**config.mk**
```make
export PLATFORM = sky130hd
export DESIGN_NAME = tone_monitor
export DESIGN_NICKNAME = d
export VERILOG_FILES = /design/src/rtl/tone_monitor.sv
export SDC_FILE = /design/constraint.sdc
export NUM_CORES = 1
export LEC_CHECK = 0
export CELL_PAD_IN_SITES_DETAIL_PLACEMENT = 2
export CELL_PAD_IN_SITES_GLOBAL_PLACEMENT = 2
export CORE_MARGIN = 3
export CORE_UTILIZATION = 37
export CTS_BUF_LIST = sky130_fd_sc_hd__clkbuf_8
export CTS_CLUSTER_SIZE = 20
export DETAILED_ROUTE_END_ITERATION = 10
export MAX_ROUTING_LAYER = met4
export PLACE_DENSITY = 0.88
export SETUP_SLACK_MARGIN = 0.05
export SLEW_MARGIN = 20
export SYNTH_ARGS = -nofsm -noshare
export SYNTH_HDL_FRONTEND = slang
export SYNTH_SLANG_ARGS = --single-unit
```
**constraint.sdc**
```tcl
create_clock -name clk -period 4.7 [get_ports clk]
set_input_delay 0.47 -clock clk [delete_from_list [all_inputs] [get_ports clk]]
set_output_delay 0.47 -clock clk [all_outputs]
set_load 0.01 [all_outputs]
```
**src/rtl/tone_monitor.sv**
```systemverilog
`default_nettype none
// ============================================================================
// Module  : tone_monitor
// Brief   : Per-channel smoothed zero-crossing period/peak checker with
//           saturating error counters. Define TONE_MON_TIMEOUT_EN to add a
//           sticky per-channel period-timeout flag (to_flag).
// Revision: 1.0 - initial release
// ============================================================================
module tone_monitor #(
  parameter int NCH      = 2,
  parameter int DW       = 16,
  parameter int AVG_LOG2 = 0,
  parameter int CNT_W    = 12,
  parameter int ERR_W    = 8,
  parameter int SKIP     = 1
) (
  input  logic                 clk,
  input  logic                 RST_n,
  input  logic                 en,
  input  logic                 clr_err,
  input  logic                 smp_vld,
  input  logic [NCH*DW-1:0]    smp,
  input  logic [CNT_W-1:0]     min_period,
  input  logic [CNT_W-1:0]     max_period,
  input  logic [DW-1:0]        min_ampl,
  input  logic [DW-1:0]        max_ampl,
  output logic [NCH-1:0]       meas_vld,
  output logic [NCH*CNT_W-1:0] period,
  output logic [NCH*DW-1:0]    peak,
  output logic [NCH*ERR_W-1:0] freq_err_cnt,
  output logic [NCH*ERR_W-1:0] ampl_err_cnt
`ifdef TONE_MON_TIMEOUT_EN
  ,
  output logic [NCH-1:0]       to_flag
`endif
);

  localparam int C_DEPTH = 1 << AVG_LOG2;
  localparam int C_SW    = DW + AVG_LOG2;
  localparam int C_XW    = (SKIP < 2) ? 1 : $clog2(SKIP + 1);
  localparam logic [C_XW-1:0] C_SKIP_M1 = C_XW'(SKIP - 1);

  typedef enum logic [0:0] {
    ST_ARM  = 1'b0,
    ST_MEAS = 1'b1
  } state_t;

  // Smoothed sample valid; shared by all channels.
  logic r_s_vld;

  always_ff @(posedge clk or negedge RST_n) begin
    if (!RST_n) r_s_vld <= 1'b0;
    else        r_s_vld <= smp_vld & en;
  end

  for (genvar c = 0; c < NCH; c++) begin : g_ch
    logic signed [DW-1:0]   r_hist [C_DEPTH];
    logic signed [C_SW-1:0] r_sum;
    logic signed [C_SW-1:0] w_sum_nxt;
    logic signed [DW-1:0]   w_new;
    logic signed [DW-1:0]   w_old;
    logic signed [DW-1:0]   w_avg;
    logic                   r_prev_neg;
    logic                   w_xing;

    state_t                 r_state, w_state_nxt;
    logic [C_XW-1:0]        r_xcnt, w_xcnt_nxt;
    logic [CNT_W-1:0]       r_pcnt, w_pcnt_nxt;
    logic signed [DW-1:0]   r_pk, w_pk_nxt;
    logic                   w_meas, w_ferr, w_aerr;

    logic                   r_meas_vld;
    logic [CNT_W-1:0]       r_period;
    logic signed [DW-1:0]   r_peak;
    logic [ERR_W-1:0]       r_ferr_cnt, r_aerr_cnt;

    assign w_new     = smp[c*DW +: DW];
    assign w_old     = r_hist[C_DEPTH-1];
    assign w_sum_nxt = r_sum + C_SW'(w_new) - C_SW'(w_old);
    // Arithmetic shift floors toward -inf, so -3/4 reads as -1.
    assign w_avg     = DW'(r_sum >>> AVG_LOG2);
    assign w_xing    = r_s_vld & r_prev_neg & ~w_avg[DW-1];

    always_ff @(posedge clk or negedge RST_n) begin
      if (!RST_n) begin
        r_sum      <= '0;
        r_prev_neg <= 1'b0;
        for (int i = 0; i < C_DEPTH; i++) r_hist[i] <= '0;
      end else if (!en) begin
        r_sum      <= '0;
        r_prev_neg <= 1'b0;
        for (int i = 0; i < C_DEPTH; i++) r_hist[i] <= '0;
      end else begin
        if (smp_vld) begin
          r_sum     <= w_sum_nxt;
          r_hist[0] <= w_new;
          for (int i = 1; i < C_DEPTH; i++) r_hist[i] <= r_hist[i-1];
        end
        if (r_s_vld) r_prev_neg <= w_avg[DW-1];
      end
    end

`ifdef TONE_MON_TIMEOUT_EN
    logic w_tout;
    logic r_to;
`endif

    always_comb begin
      w_state_nxt = r_state;
      w_xcnt_nxt  = r_xcnt;
      w_pcnt_nxt  = r_pcnt;
      w_pk_nxt    = r_pk;
      w_meas      = 1'b0;
      w_ferr      = 1'b0;
      w_aerr      = 1'b0;
`ifdef TONE_MON_TIMEOUT_EN
      w_tout      = 1'b0;
`endif
      if (r_s_vld) begin
        case (r_state)
          ST_ARM: begin
            if (w_xing) begin
              if (r_xcnt >= C_SKIP_M1) begin
                w_state_nxt = ST_MEAS;
                w_pcnt_nxt  = CNT_W'(1);
                w_pk_nxt    = w_avg;
              end else begin
                w_xcnt_nxt  = r_xcnt + C_XW'(1);
              end
            end
          end
          ST_MEAS: begin
            if (w_xing) begin
              w_meas     = 1'b1;
              w_ferr     = (r_pcnt < min_period) || (r_pcnt > max_period);
              w_aerr     = (r_pk < $signed(min_ampl)) || (r_pk > $signed(max_ampl));
              w_pcnt_nxt = CNT_W'(1);
              w_pk_nxt   = w_avg;
            end else begin
              if (r_pcnt != '1) w_pcnt_nxt = r_pcnt + CNT_W'(1);
              if (w_avg > r_pk) w_pk_nxt = w_avg;
`ifdef TONE_MON_TIMEOUT_EN
              // An all-ones limit can never be exceeded by the saturating count.
              if ((r_pcnt >= max_period) && (max_period != '1)) begin
                w_tout      = 1'b1;
                w_ferr      = 1'b1;
                w_state_nxt = ST_ARM;
                w_xcnt_nxt  = C_SKIP_M1;
              end
`endif
            end
          end
          default: w_state_nxt = ST_ARM;
        endcase
      end
    end

    always_ff @(posedge clk or negedge RST_n) begin
      if (!RST_n) begin
        r_state <= ST_ARM;
        r_xcnt  <= '0;
        r_pcnt  <= '0;
        r_pk    <= '0;
      end else if (!en) begin
        r_state <= ST_ARM;
        r_xcnt  <= '0;
        r_pcnt  <= '0;
        r_pk    <= '0;
      end else begin
        r_state <= w_state_nxt;
        r_xcnt  <= w_xcnt_nxt;
        r_pcnt  <= w_pcnt_nxt;
        r_pk    <= w_pk_nxt;
      end
    end

    always_ff @(posedge clk or negedge RST_n) begin
      if (!RST_n) begin
        r_meas_vld <= 1'b0;
        r_period   <= '0;
        r_peak     <= '0;
        r_ferr_cnt <= '0;
        r_aerr_cnt <= '0;
`ifdef TONE_MON_TIMEOUT_EN
        r_to       <= 1'b0;
`endif
      end else begin
        r_meas_vld <= en & w_meas;
        if (en && w_meas) begin
          r_period <= r_pcnt;
          r_peak   <= r_pk;
        end
        // A clear coinciding with an error event leaves the counter at zero.
        if (clr_err) begin
          r_ferr_cnt <= '0;
          r_aerr_cnt <= '0;
`ifdef TONE_MON_TIMEOUT_EN
          r_to       <= 1'b0;
`endif
        end else if (en) begin
          if (w_ferr && (r_ferr_cnt != '1)) r_ferr_cnt <= r_ferr_cnt + ERR_W'(1);
          if (w_aerr && (r_aerr_cnt != '1)) r_aerr_cnt <= r_aerr_cnt + ERR_W'(1);
`ifdef TONE_MON_TIMEOUT_EN
          if (w_tout) r_to <= 1'b1;
`endif
        end
      end
    end

    assign meas_vld[c]                    = r_meas_vld;
    assign period[c*CNT_W +: CNT_W]       = r_period;
    assign peak[c*DW +: DW]               = r_peak;
    assign freq_err_cnt[c*ERR_W +: ERR_W] = r_ferr_cnt;
    assign ampl_err_cnt[c*ERR_W +: ERR_W] = r_aerr_cnt;
`ifdef TONE_MON_TIMEOUT_EN
    assign to_flag[c]                     = r_to;
`endif
  end : g_ch

endmodule
`default_nettype wire

```
==> reports/results.txt, run 1 <==
The fill cell total of the finished layout is 4258. The clock tree synthesis step divided the H-tree into 2 levels. Counting flops with a built-in enable in the synthesized netlist gives 0. At the pin with the least slew margin, the transition time is 1.079 ns. For the sequential-to-total area share from yosys stat, the log shows 35.76%.

The run gives 183 as the I/O pin count. The run gives 0 as the setup violation total in the final timing report. The number of nets handed over by synthesis was 1904. The post-synthesis instance area came out at 15050 sq um.

The critical-path cell with the highest stage delay was sky130_fd_sc_hd__or4b_1. The via-per-instance ratio is 5.495, and the number of distinct library cells after synthesis is 75. The logs give 0.1904 mV for the maximum resistive drop on vdd and 52150 um for the routed wire length. After layout, the design draws a total of 6.375 mW. Leaving out filler cells and counting taps, the final layout contains 2349. The analysis attributes to cell leakage a power of 9.121 nW. The run gives 0 as the count of max-cap constraint violations.

Flop and latch count out of synthesis: 215. The kind of cell adding the most delay to the critical path is compound AO/OA/AOI/OAI gates. The number of clock buffers added by TritonCTS is 41. Leaving out fill and tap cells, the most frequent cell in the layout is sky130_fd_sc_hd__inv_1. In the routed design, unresolved DRC markers number 0. The detailed router finished its first iteration with 525 violations.

The tools report the maximum number of pins on one net before global-route repair as 121. The floorplan die height is 207.7 um, and the fmax is 0.2770 GHz. The buffer type at the clock tree root was sky130_fd_sc_hd__clkbuf_8.

Including well taps, the total number of placed cells is 2272. For the proportion of power drawn by combinational gates, the log shows 35.6%. The area growth from synthesis to layout is 21.53%. The floorplan step set the die width to 207.7 um.

In this run the remaining antenna-violating nets after routing total 0. Summed over all layers, the global routing overflow is 0. Walking the worst path, the cells encountered are inv_1 > fa_1 > inv_1 > fa_1 > a211oi_1 > o21bai_1 > a31o_2 > a21oi_1 > o21ai_0 > or4b_1 > o2111ai_1. The post-route netlist has 7.422% of its cells at a drive strength greater than 1. In this run, the clock network consumes 31.3% of the power.

STA classifies the critical path endpoint as a flip-flop. The peak per-stage delay on the critical path was 0.56 ns; the net switching power was 2.347 mW. Routed wire length on met2: 26810 um. The max-slew violation count came out at 0.

The switching part of the total works out to 36.82%. Dividing total power by cell area gives a power density of 348.6 nW/um^2. The final reports fail on negative hold slack. For the via count of the first global-routing pass, the log shows 14880. The largest clock skew in the final design was 0.03839 ns. The first detailed-routing pass took 5 iterations. After clock tree synthesis, the setup repair step added 0 buffers.

Post-cts resize count: 0. The portion of the clock cycle consumed by the worst path in the final layout is 76.82%. TritonCTS built the clock tree. The number of antenna violations at the first check in global routing came out at 5. The run finished, with violations left.

The summed negative setup slack over all endpoints came out at 0 ns. STA puts the critical path data required time at 5.21 ns. After layout, the minimum clock period comes to 3.611 ns. After floorplanning, the core was divided into 73 placement rows. The cell count after synthesis came out at 1603. The tools report the clock insertion delay at the later pin of the skew report as 0.61 ns. Among all flip-flop cells after synthesis, the most frequent one is sky130_fd_sc_hd__dfrtp_1. The number of buffers on the longest clock path was 3; the count of buffer and inverter cells on the critical path was 2.

The critical path is of the flip-flop to flip-flop type. After clock tree synthesis, the clock-pin slew on the worst setup and hold paths is 0.06 ns. In this run, post-CTS hold repair placed 0 buffers. The tools report the total track usage as 24.61%. The wire-length estimate of the detail-placed layout is 39770 um. In this run the tightest slew margin relative to its limit is 28.08%. Registers are responsible for 33.1% of the overall power. The mean instance size in the synthesized netlist is 9.386 sq um.

The highest metal layer with signal wires was met4. The area of the placeable core is 39910 sq um. The worst-path maximum fanout is 4, and the detailed-routing wirelength on met1 is 21530 um. The logs give 2092 for the count of nets after finishing and 4.028 mW for the internal portion of total power. The number of buffers added on ports was 182; the final hold violation count was 2. The top cell types in the final layout, fill and taps aside, are sky130_fd_sc_hd__inv_1 (236), sky130_fd_sc_hd__dfrtp_1 (215), sky130_fd_sc_hd__ha_1 (178), sky130_fd_sc_hd__clkdlybuf4s50_1 (178). The type of origin of the critical path was a flip-flop.

The worst path arrival time came out at 4.12 ns. The run gives 0.8960 as the final estimated routing congestion in global placement. In this run the worst hold path is classified as primary input to async pin.

Total area of sequential cells: 5380 sq um. Setup repair after global routing left no endpoint under its margin. For the number of synthesis warnings, the log shows 0.

Total length of routed met3 wires: 1891 um. The first global-routing pass estimated 82780 um of wire. Once the floorplan was initialized, standard cells occupied 37.69% of the core. The clock drives 215 sinks. The tools report the minimum hold slack as -0.005378 ns. For this run, asynchronously set or reset flops after synthesis account for 100.0%.

The area occupied by multi-input gates is 8625 sq um. The die area is 43120 sq um, and the average wire per cell in the routed design is 22.20 um. The routed layout has 12910 vias.
[cells by family after synthesis]
logic type	synth area share (%)
buf+inv	6.960
simple gates	15.08
compound gates	12.21
fa+ha+maj	18.79
mux	8.582
xor+xnor	2.619
flops	35.76
[path summary, 6_finish.rpt]
path | from | to | slack (ns) | depth (start not counted)
min in group clk | en | g_ch[1].r_pk[6] | 0.39 | 3
worst min register to register | g_ch[1].r_period[6] | g_ch[1].r_period[6] | 0.48 | 2
max in group asynchronous | RST_n | g_ch[0].r_hist[3] | 3.56 | 2
worst min-delay path | RST_n | g_ch[1].r_meas_vld | -0.005 | 1
worst max-delay path | g_ch[1].r_sum[1] | g_ch[1].r_sum[10] | 1.09 | 11
worst max register to register | g_ch[1].r_sum[1] | g_ch[1].r_sum[10] | 1.09 | 11
[cells in the mapped netlist, types with 12 or more instances]
master / count / area, sq um
sky130_fd_sc_hd__dfrtp_1: 215 / 5380
sky130_fd_sc_hd__o21ai_0: 52 / 260.3
sky130_fd_sc_hd__a21o_1: 32 / 240.2
sky130_fd_sc_hd__inv_1: 228 / 855.8
sky130_fd_sc_hd__nor2_1: 136 / 510.5
sky130_fd_sc_hd__nor2b_1: 24 / 150.1
sky130_fd_sc_hd__a21oi_1: 62 / 310.3
sky130_fd_sc_hd__nand3_1: 41 / 205.2
sky130_fd_sc_hd__mux2i_1: 75 / 750.7
sky130_fd_sc_hd__xnor2_1: 29 / 254.0
sky130_fd_sc_hd__a22o_1: 13 / 113.9
sky130_fd_sc_hd__mux2_2: 44 / 495.5
sky130_fd_sc_hd__nand4_1: 39 / 244.0
sky130_fd_sc_hd__and3_1: 16 / 100.1
sky130_fd_sc_hd__or3_1: 12 / 75.07
sky130_fd_sc_hd__clkbuf_1: 30 / 112.6
sky130_fd_sc_hd__nand2b_1: 15 / 93.84
sky130_fd_sc_hd__o211ai_1: 13 / 97.59
sky130_fd_sc_hd__xor2_1: 16 / 140.1
sky130_fd_sc_hd__nand2_1: 136 / 510.5
sky130_fd_sc_hd__ha_1: 178 / 2227
sky130_fd_sc_hd__fa_1: 30 / 600.6
sky130_fd_sc_hd__a211oi_1: 20 / 150.1
[power groups by stage]
stage	combinational (mW)	clock [mW]	sequential, mW
floorplan	1.57	0	2.06
global placement	2.00	0	2.13
detailed placement	2.22	0	2.14
CTS	2.28	2.07	2.11
global route	2.54	2.15	2.12
finish	2.27	2.00	2.11
[per-stage QoR]
stage	area (sq um)	hold WS, ns	setup WS [ns]	utilization (%)
final	18290	-0.005378	1.089	45.81
after global routing	18290	0.05228	0.9369	45.81
after CTS	18260	0.008597	1.069	45.74
after detailed placement	17400	0.4705	0.6260	43.59
after global placement	17400	0.4645	0.7718	43.59
after floorplan	15050	0.1744	1.535	-
[sequential cells by signal (all words and copies together), names as in the netlist, 16 cells and up]
register / cells
g_ch.r_aerr_cnt: 16
g_ch.r_ferr_cnt: 16
g_ch.r_hist: 32
g_ch.r_pcnt: 24
g_ch.r_peak: 32
g_ch.r_period: 24
g_ch.r_pk: 32
g_ch.r_sum: 32
[metal layers]
layer	up-vias	global-route usage, %
li1	5919	-
met1	6609	28.12
met2	268	43.57
met3	112	4.292
met4	0	8.579
met5	-	-
[area by class of cell]
cell class / instances / share of cell area (%)
multi-input cells: 1114 / 47.17
flip-flops and latches: 215 / 29.42
repair buffers: 191 / 10.36
inverters: 228 / 4.680
clock buffers: 53 / 3.989
well taps: 525 / 3.592
clock inverters: 18 / 0.7185
diodes: 5 / 0.06843
(Power assumes the default switching activity.)
==> inputs of run 2 (changes only) <==
==> constraint.sdc (replaced) <==
create_clock -name clk -period 3.5 [get_ports clk]
set_input_delay 0.35 -clock clk [delete_from_list [all_inputs] [get_ports clk]]
set_output_delay 0.35 -clock clk [all_outputs]
set_load 0.01 [all_outputs]
==> run 2 against run 1 <==
Net effect:
- the flow now finishes without violations
- core utilization rose by 0.63 points
- clock power grew 36%
- flip-flop and latch count is the same
- fmax grew 12%
- critical path depth is 1 lower
- non-clock buffer count rose by 26
- cell area grew 1.4%
- sequential share of layout area fell by 0.40 points
- global-route usage increased by 0.44 points
- largest cell class unchanged
- largest power group unchanged
- highest routed layer unchanged
==> reports/results.txt, run 2 (same netlist as run 1, synthesis figures left out) <==
In the finished design, the share of the clock period the worst path needs comes to 92.25%. The tools report the via count of the first global-routing pass as 14950. For this design the static power due to leakage is 9.294 nW.

Across the VDD grid, the largest voltage drop is 0.2948 mV. The minimum hold slack is 0.1847 ns. The maximum number of pins on one net before global-route repair was 91; the setup violation total in the final timing report was 0.

The endpoint identified for the worst register-to-register timing path is g_ch[1].r_sum[10]. In this run the standard cell core region covers 39910 sq um. The tree built by TritonCTS fans out to 215 sinks.

The tools report the number of H-tree levels as 2. TritonCTS built the clock tree. Row generation in the floorplan step produced 73 rows.

The worst pin sits at a relative slew slack of 37.28%. The reg-to-reg setup timing slack is 0.27 ns, and the width of the die is 207.7 um. Port buffering added 182 buffers. The tools report the summed negative setup slack over all endpoints as 0 ns.

Measured in cells, the most critical reg-to-reg path has a length of 10. The wire-length estimate of the detail-placed layout is 40550 um. At the end of the flow, the number of nets in the layout was 2120. The number of remaining DRC errors was 0. At the pin with the least slew margin, the transition time is 0.9408 ns. The final estimated routing congestion in global placement came out at 0.8831. The peak per-stage delay on the critical path is 0.52 ns, and the worst hold path stage count is 2. The fmax came out at 0.3097 GHz. The remaining global-route overflow is 0, and the clock transition at the registers of the reported paths is 0.06 ns.

In the global route stage, overall resource usage came out at 25.04%. The path with the worst hold slack has its endpoint at g_ch[1].r_state. Cells with a size suffix above 1 make up 8.703% of the layout. The initial core utilization came out at 37.69%. For the final hold violation count, the log shows 0. Floorplan die height: 207.7 um. The worst-path maximum fanout works out to 2. The critical path in this run is classified as flip-flop to flip-flop. The detail route stage leaves a number of antenna-violating nets equal to 0. The via-per-instance ratio works out to 5.496. By instance count, the cell type seen most on the critical path is sky130_fd_sc_hd__fa_1. The number of buffers on the longest clock path is 3. The first global-routing pass estimated 84140 um of wire. Once routing completed, OpenROAD measured the worst setup slack at 0.2714 ns. The largest individual stage delay along the critical path comes from the cell sky130_fd_sc_hd__or4b_1. Setup repair after global routing could not meet its margin everywhere. The top cell types in the final layout, fill and taps aside, are sky130_fd_sc_hd__inv_1 (242), sky130_fd_sc_hd__dfrtp_1 (215), sky130_fd_sc_hd__ha_1 (178), sky130_fd_sc_hd__clkdlybuf4s50_1 (178). The later pin in the worst-skew pair is clocked with a latency of 0.61 ns. The worst register-to-register path begins at g_ch[1].r_hist[1]. The startpoint identified for the worst hold timing path is en.

Max-cap violations in this run came to 0. The run finished with clean final reports. From synthesis to final layout, the design area changed by 23.19%. The classification of the worst-slack hold path is primary input to flip-flop. The I/O pin count is 183, and the average wire per cell in the routed design is 22.16 um. The first detailed-routing pass took 4 iterations.

The tree is rooted in a sky130_fd_sc_hd__clkbuf_8. The number of DRC violations after detailed-routing iteration 0 is 522, and the fill cell total of the finished layout is 4247. The number of setup buffers added after CTS was 0; the worst path arrival time was 3.74 ns.

Counting I/O delays and the setup requirement, the final critical path takes 3.229 ns. The largest clock skew in the final design is 0.02596 ns. The critical path goes through fa_1 > inv_1 > fa_1 > a211oi_2 > o21bai_1 > a31o_2 > a21oi_1 > o21ai_0 > or4b_1 > o2111ai_1. The type of origin of the critical path was a flip-flop.

The max-slew violation count was 0. Kind of end point of the critical path: a flip-flop. The tools report the total CTS buffers as 43. Required time of the critical path: 4.01 ns. The number of antenna violations at the first check in global routing is 4, and the placement-stage worst setup slack is -0.3767 ns. The die covers 43120 sq um. The routed via count is 13080. After detailed routing, the total wire length is 52710 um. The library cell used most frequently in the layout, excluding fill and tap cells, is sky130_fd_sc_hd__inv_1. Dividing total power by cell area gives a power density of 471.1 nW/um^2.
run 2: cell count changes in the layout (fill, tap and decap cells not counted), moves of 4 or more:
cell | before | now
sky130_fd_sc_hd__clkinv_2 | 6 | 2
sky130_fd_sc_hd__inv_1 | 236 | 242
sky130_fd_sc_hd__buf_4 | 9 | 33
sky130_fd_sc_hd__clkbuf_8 | 53 | 58
run 2: timing repair:
action | 4_1_cts | 5_1_grt
gates resized for setup | 0 | 3
hold buffers | 1 | 0
setup endpoints to repair | 0 | 14
endpoints found under the hold margin | 88 | 0
run 2: critical path, delay by kind of cell (launching register included):
kind | cells | cell delay, ns
AND/OR/NAND/NOR | 1 | 0.52
adder cells (fa/ha/maj) | 2 | 0.97
flip-flops | 1 | 0.41
buffers and inverters | 1 | 0.07
AO/OA/AOI/OAI | 6 | 1.17
run 2: cell type report:
cell class	count	area, sq um	share of cell area, %
Timing Repair Buffer	217	2105	11.35
Clock inverter	18	96.34	0.5198
Tap cell	525	656.9	3.544
Antenna cell	4	10.01	0.05400
Sequential cell	215	5380	29.03
Clock buffer	58	798.3	4.307
Multi-Input combinational cell	1114	8633	46.58
Inverter	228	855.8	4.617
run 2: routing by layer:
layer  vias up  global-route usage [%]  wire length (um)
met1      6668                   28.20             21340
met2       297                   44.23             27020
met4         0                   8.835              1984
met5         -                       -                 0
li1       5989                       -                 -
met3       122                   5.123              2363
run 2: worst max path at each step:
stage / startpoint / to / slack (ns)
3_3_place_gp: smp[17] / g_ch[1].r_sum[10] / -0.12
6_report: g_ch[1].r_hist[1] / g_ch[1].r_sum[10] / 0.27
4_1_cts: g_ch[1].r_hist[1] / g_ch[1].r_sum[10] / 0.20
5_1_grt: g_ch[1].r_sum[3] / g_ch[1].r_sum[10] / 0.04
2_1_floorplan: smp[17] / g_ch[1].r_sum[10] / 0.45
3_5_place_dp: smp[17] / g_ch[1].r_sum[10] / -0.38
run 2: power breakdown:
group / internal (mW) / switching, mW / total [mW]
clock network: 1.54 / 1.19 / 2.73
logic: 1.40 / 1.77 / 3.17
registers: 2.62 / 0.206 / 2.83
total: 5.56 / 3.17 / 8.73
run 2: metrics by stage:
| stage | util (%) | instances | power, mW | instance area, sq um |
|---|---|---|---|---|
| finish | 46.44 | 2379 | 8.732 | 18540 |
| global route | 46.44 | 2379 | 9.355 | 18540 |
| CTS | 46.37 | 2375 | 8.835 | 18510 |
| detailed placement | 44.11 | 2298 | 5.987 | 17610 |
| global placement | 44.11 | 2298 | 5.692 | 17610 |
| floorplan | - | 1603 | 4.874 | 15050 |
